[src/rtl/gfgt_rd_pkg.sv]
// rtl/gfgt_rd_pkg.sv - shared constants and FSM state type for the frame-buffer read controller
package gfgt_rd_pkg;

  localparam int LANES     = 4;
  localparam int RD_AW_DEF = 10;

  typedef enum logic [1:0] {
    IDLE  = 2'd0,
    READ  = 2'd1,
    DRAIN = 2'd2,
    DONE  = 2'd3
  } rd_state_t;

endpackage

[src/rtl/gfgt_rd_skid.sv]
// rtl/gfgt_rd_skid.sv - two-entry in-order output buffer holding {last, data} read words
module gfgt_rd_skid
  import gfgt_rd_pkg::*;
#(
  parameter int W = 129
) (
  input  logic         clk,
  input  logic         rst,
  input  logic         i_push,
  input  logic [W-1:0] i_data,
  input  logic         i_pop,
  output logic [W-1:0] o_data,
  output logic         o_valid,
  output logic [1:0]   o_occ
);

  logic [W-1:0] r_mem [2];
  logic         r_wr_ptr;
  logic         r_rd_ptr;
  logic [1:0]   r_occ;

  // Storage and pointers; the caller's credit scheme guarantees no push when full
  always_ff @(posedge clk) begin
    if (rst) begin
      r_mem[0] <= '0;
      r_mem[1] <= '0;
      r_wr_ptr <= 1'b0;
      r_rd_ptr <= 1'b0;
      r_occ    <= 2'd0;
    end else begin
      if (i_push) begin
        r_mem[r_wr_ptr] <= i_data;
        r_wr_ptr        <= ~r_wr_ptr;
      end
      if (i_pop) begin
        r_rd_ptr <= ~r_rd_ptr;
      end
      case ({i_push, i_pop})
        2'b10:   r_occ <= r_occ + 2'd1;
        2'b01:   r_occ <= r_occ - 2'd1;
        default: r_occ <= r_occ;
      endcase
    end
  end

  assign o_data  = r_mem[r_rd_ptr];
  assign o_valid = (r_occ != 2'd0);
  assign o_occ   = r_occ;

endmodule

[src/rtl/gfgt_rd_ctrl.sv]
// rtl/gfgt_rd_ctrl.sv - frame-buffer read controller with credit-limited wide reads (optional checksum: GFGT_RD_CSUM_EN)
module gfgt_rd_ctrl
  import gfgt_rd_pkg::*;
#(
  parameter int DATA_W = 32,
  parameter int RD_AW  = RD_AW_DEF
) (
  input  logic                      clk,
  input  logic                      rst,
  input  logic                      start,
  input  logic [RD_AW:0]            len,
  output logic                      busy,
  output logic                      done,
  output logic                      ram_we,
  output logic [RD_AW+1:0]          ram_a,
  input  logic [LANES*DATA_W-1:0]   ram_spo,
  output logic [LANES*DATA_W-1:0]   m_data,
  output logic                      m_valid,
  input  logic                      m_ready,
  output logic                      m_last
`ifdef GFGT_RD_CSUM_EN
  ,
  output logic [LANES*DATA_W-1:0]   csum
`endif
);

  localparam int WW = LANES * DATA_W;

  rd_state_t        r_state;
  rd_state_t        w_next;
  logic [RD_AW:0]   r_addr;
  logic [RD_AW:0]   r_len;
  logic             r_inflight;
  logic             r_inflight_last;
  logic [1:0]       w_occ;
  logic             w_pop;
  logic             w_issue;
  logic             w_credit_ok;
  logic             w_last_addr;
  logic             w_start_acc;
  logic [WW:0]      w_skid_data;

  assign w_pop       = m_valid & m_ready;
  // Buffer slots still free once the word in flight lands and this cycle's pop leaves
  assign w_credit_ok = ({1'b0, w_occ} + {2'b00, r_inflight}) < (3'd2 + {2'b00, w_pop});
  assign w_last_addr = (r_addr == (r_len - {{RD_AW{1'b0}}, 1'b1}));

  // State register
  always_ff @(posedge clk) begin
    if (rst) begin
      r_state <= IDLE;
    end else begin
      r_state <= w_next;
    end
  end

  // Next state, read issue and status outputs
  always_comb begin
    w_next      = r_state;
    w_issue     = 1'b0;
    w_start_acc = 1'b0;
    busy        = 1'b1;
    done        = 1'b0;
    case (r_state)
      IDLE: begin
        busy = 1'b0;
        if (start) begin
          w_start_acc = 1'b1;
          w_next      = (len == '0) ? DONE : READ;
        end
      end
      READ: begin
        if (w_credit_ok) begin
          w_issue = 1'b1;
          if (w_last_addr) begin
            w_next = DRAIN;
          end
        end
      end
      DRAIN: begin
        if (w_pop && m_last) begin
          w_next = DONE;
        end
      end
      DONE: begin
        done   = 1'b1;
        w_next = IDLE;
      end
      default: w_next = IDLE;
    endcase
  end

  // Frame length latch and wide-word address counter
  always_ff @(posedge clk) begin
    if (rst) begin
      r_addr <= '0;
      r_len  <= '0;
    end else if (w_start_acc) begin
      r_addr <= '0;
      r_len  <= len;
    end else if (w_issue) begin
      r_addr <= r_addr + {{RD_AW{1'b0}}, 1'b1};
    end
  end

  // Remember that a read is in flight so its data is captured one cycle later
  always_ff @(posedge clk) begin
    if (rst) begin
      r_inflight      <= 1'b0;
      r_inflight_last <= 1'b0;
    end else begin
      r_inflight      <= w_issue;
      r_inflight_last <= w_issue & w_last_addr;
    end
  end

  gfgt_rd_skid #(
    .W (WW + 1)
  ) u_skid (
    .clk     (clk),
    .rst     (rst),
    .i_push  (r_inflight),
    .i_data  ({r_inflight_last, ram_spo}),
    .i_pop   (w_pop),
    .o_data  (w_skid_data),
    .o_valid (m_valid),
    .o_occ   (w_occ)
  );

  assign m_data = w_skid_data[WW-1:0];
  assign m_last = m_valid & w_skid_data[WW];
  assign ram_a  = {2'b00, r_addr[RD_AW-1:0]};
  assign ram_we = 1'b0;

`ifdef GFGT_RD_CSUM_EN
  logic [WW-1:0] r_csum;

  // Running XOR of delivered words, restarted for each accepted frame
  always_ff @(posedge clk) begin
    if (rst) begin
      r_csum <= '0;
    end else if (w_start_acc) begin
      r_csum <= '0;
    end else if (w_pop) begin
      r_csum <= r_csum ^ m_data;
    end
  end

  assign csum = r_csum;
`endif

endmodule

[config.mk]
export PLATFORM = sky130hd
export DESIGN_NAME = gfgt_rd_ctrl
export DESIGN_NICKNAME = d
export VERILOG_FILES = /design/src/rtl/gfgt_rd_pkg.sv /design/src/rtl/gfgt_rd_skid.sv /design/src/rtl/gfgt_rd_ctrl.sv
export SDC_FILE = /design/constraint.sdc
export NUM_CORES = 1
export LEC_CHECK = 0
export CORE_ASPECT_RATIO = 1.5
export CORE_MARGIN = 4
export CORE_UTILIZATION = 41
export CTS_BUF_LIST = sky130_fd_sc_hd__clkbuf_16
export DETAILED_ROUTE_END_ITERATION = 6
export GPL_ROUTABILITY_DRIVEN = 0
export HOLD_SLACK_MARGIN = 0.05
export PLACE_DENSITY = 0.81
export SETUP_SLACK_MARGIN = 0.15
export SLEW_MARGIN = 20
export SYNTH_ARGS = -nofsm -noshare
export SYNTH_HDL_FRONTEND = slang
export SYNTH_SLANG_ARGS = --single-unit
[constraint.sdc]
create_clock -name clk -period 7.35 [get_ports clk]
set_clock_uncertainty 0.15 [all_clocks]
set_input_delay 1.47 -clock clk [delete_from_list [all_inputs] [get_ports clk]]
set_output_delay 1.47 -clock clk [all_outputs]
set_load 0.005 [all_outputs]
==> impl_metrics.toml <==
[clock_tree]
insertion_delay_ps = 530
cts_tree = "yes"
h-tree-depth = 1
clkTransAtPathRegs_ps = 60
hold_buffers = 0
clockBufferDepth = 3
cts_sinks = 289
numCtsBuffers = 28
post_cts_resize_count = 0
clockRootBuffer = "clkbuf_16"
post-cts-setup-buffer-count = 0

[timing]
final-hold-violation-count = 0
relSlewSlack_pct = 29.3
fin_crit_ps = 4180
fmax_mhz = 239
period_share_pct = 56.9
tightest_slew_ps = 1060
rsz0062_at_grt = "no"
tns_ps = 0
setup_violations = 0
drv_slew = 0

[global_route]
grt_max_degree = 130
gr-total-overflow = 0
antenna_found_initial = 8
grt_pass1_vias = 8178
grt_pass1_wl_mm = 44.3
grt_usage_pct = 16.1

[place]
dp_cells = 1556
io_buffers = 284
dp_hpwl_mm = 19.1

[hold_path]
holdPathStages = 2
hp-class = "reg -> reg"

[synth]
async_flop_share_pct = 0
synth_top_cell_area_share_pct = 60.0
yosysMostFrequentCell = "and2_1"
ys_top_cells_by_area = "edfxtp_1 (60%), and2_1 (13%), mux2_2 (11%)"
synth_cells = 925
seq_area_frac_synth_pct = 64.8
yosysWarningCount = 0
syn_area_per_cell_um2 = 14.0
ys_ff_latch = 289
synth_area_um2 = 12900
synthFlopType = "edfxtp_1"
synth_top_cells_by_count = "and2_1 (259), edfxtp_1 (258), mux2_2 (128), clkbuf_1 (51), dfxtp_1 (31)"
yosysTopAreaCell = "edfxtp_1"
synth.distinct_cells = 48
synth_edf_count = 258

[routing]
drtIter0Drc = 282
wl_mm = 29.3
vias = 7980
antenna_left = 0
avgRoutedWirePerCell_um = 18.2
viasPerCell = 4.95
drc = 0
drt_first_pass_iters = 4

[floorplan]
die_y_um = 225
die_area_um2 = 34500
core_um2 = 31000
dieWidth_um = 153
pin_count = 288
num_rows = 79
initial_core_util_pct = 41.6

[critical_path]
critical_path_class = "reg -> out"
cp_data_required_time_ps = 5730
reg2regPathDepth = 9
cp.depth = 3
arrival_ps = 2560
path_max_fanout = 67
crit_buf_inv = 2
path_delay_family = "buffers and inverters"
r2r_setup_slack_ps = 4200
cp-start-kind = "flip-flop"
crit_path_end_kind = "primary output"
slowest_stage = "buf_4"
crit_chain = "buf_4 -> mux2_2 -> clkdlybuf4s50_1"
critPathMaxStageDelay_ps = 650

[finish]
area_delta_synth_final_pct = 31.1
fin_cells = 1613
nets = 1334
utilization_pct = 54.5
drive_gt1_share_pct = 15.2

[run_status]
outcome = "finished, final reports clean"

[power_and_ir_drop]
power_density_nw_per_um2 = 275
ir_drop_uv = 174
leakagePower_nw = 6.27
total_power_mw = 4.66

[flow_run]
cap_violations = 0
final timing paths:
path,startpoint,to
worst max-delay path,flip-flop,m_data[91]
worst min-delay path,r_len[10],r_len[10]
worst max register to register,r_len[0],r_state[1]
worst min register to register,r_len[10],r_len[10]
worst reg2reg max path, cell delays in order, from the launching register on:
cell	delay, ps
dfxtp_1	480
inv_1	80
ha_1	320
or3_1	360
o311ai_0	330
o311ai_0	310
a2111oi_4	360
o2111ai_2	210
a21bo_1	260
a211oi_2	200
metrics by stage:
step	hold slack, ps	worst slack (ps)	cell area (µm²)
6_report	351	3170	16900
5_1_grt	384	3030	16900
4_1_cts	356	3100	16900
3_5_place_dp	346	3090	16100
3_3_place_gp	326	3140	16100
2_1_floorplan	299	179	12900
cell families (layout without fill, tap and decap cells):
logic type                 Yosys count  in the layout  share of synthesized area, %
other                                1             10                        0.0290
AOI/OAI and AO/OA                   36             36                          2.01
xor gates and xnor gates            29             29                          1.97
and+or+nand+nor                    353            353                          16.2
adders and majority gates           10             10                         0.969
DFF                                289            289                          64.8
buffers and inverters               77            351                          2.70
muxes                              130            130                          11.3
metal layers:
metal  track usage, %  routed length, µm  vias to the layer above
li1                 -                  -                     3762
met1             17.8              10800                     3931
met2             30.3              16100                      230
met3             2.77               1330                       55
met4             7.05               1050                        2
met5                0                 20                        -
registers in the layout (all words and copies together), names as in the netlist, named ones only:
register / flops
r_inflight_last: 1
u_skid.r_rd_ptr: 1
r_len: 11
u_skid.r_mem: 258
u_skid.r_wr_ptr: 1
r_addr: 11
r_state: 2
u_skid.o_occ: 2
r_inflight: 1
power by group:
part	switching (mW)	internal, mW
Sequential	0.0700	2.00
Combinational	0.534	0.723
Clock	0.585	0.744
Total	1.19	3.47
cell type report:
cell class                 instances  area, µm²
antenna                            7       17.5
clock buffer                      29        726
clock inverter                    21        123
fill                            2541      14100
inverter                           9       33.8
multi-input combinational        561       4230
sequential                       289       8370
tap                              405        507
timing repair buffer             292       2920
placed cells by master, fill, tap and decap left out, types with 2 or more instances in the layout:
master | synthesis | final
clkdlybuf4s50_1 | 0 | 284
and2_1 | 259 | 259
edfxtp_1 | 258 | 258
mux2_2 | 128 | 128
dfxtp_1 | 31 | 30
clkbuf_16 | 0 | 29
nand2_1 | 26 | 26
nor2_1 | 24 | 24
inv_1 | 9 | 18
xnor2_1 | 16 | 16
a21oi_1 | 15 | 15
xor2_1 | 13 | 13
ha_1 | 10 | 10
diode_2 | 0 | 7
o21ai_0 | 6 | 6
nand3_1 | 6 | 6
buf_4 | 14 | 6
nor4_1 | 5 | 5
and3_1 | 5 | 5
clkinv_1 | 0 | 5
nand2b_1 | 4 | 4
or3_1 | 4 | 4
nor3_1 | 5 | 4
conb_1 | 1 | 3
clkinv_2 | 0 | 3
mux2i_1 | 2 | 2
nand3b_1 | 2 | 2
a32oi_1 | 2 | 2
nor4b_1 | 2 | 2
nand4_1 | 2 | 2
o311ai_0 | 2 | 2
clkinv_4 | 0 | 2
No activity file was read; power rests on OpenSTA's default activity.
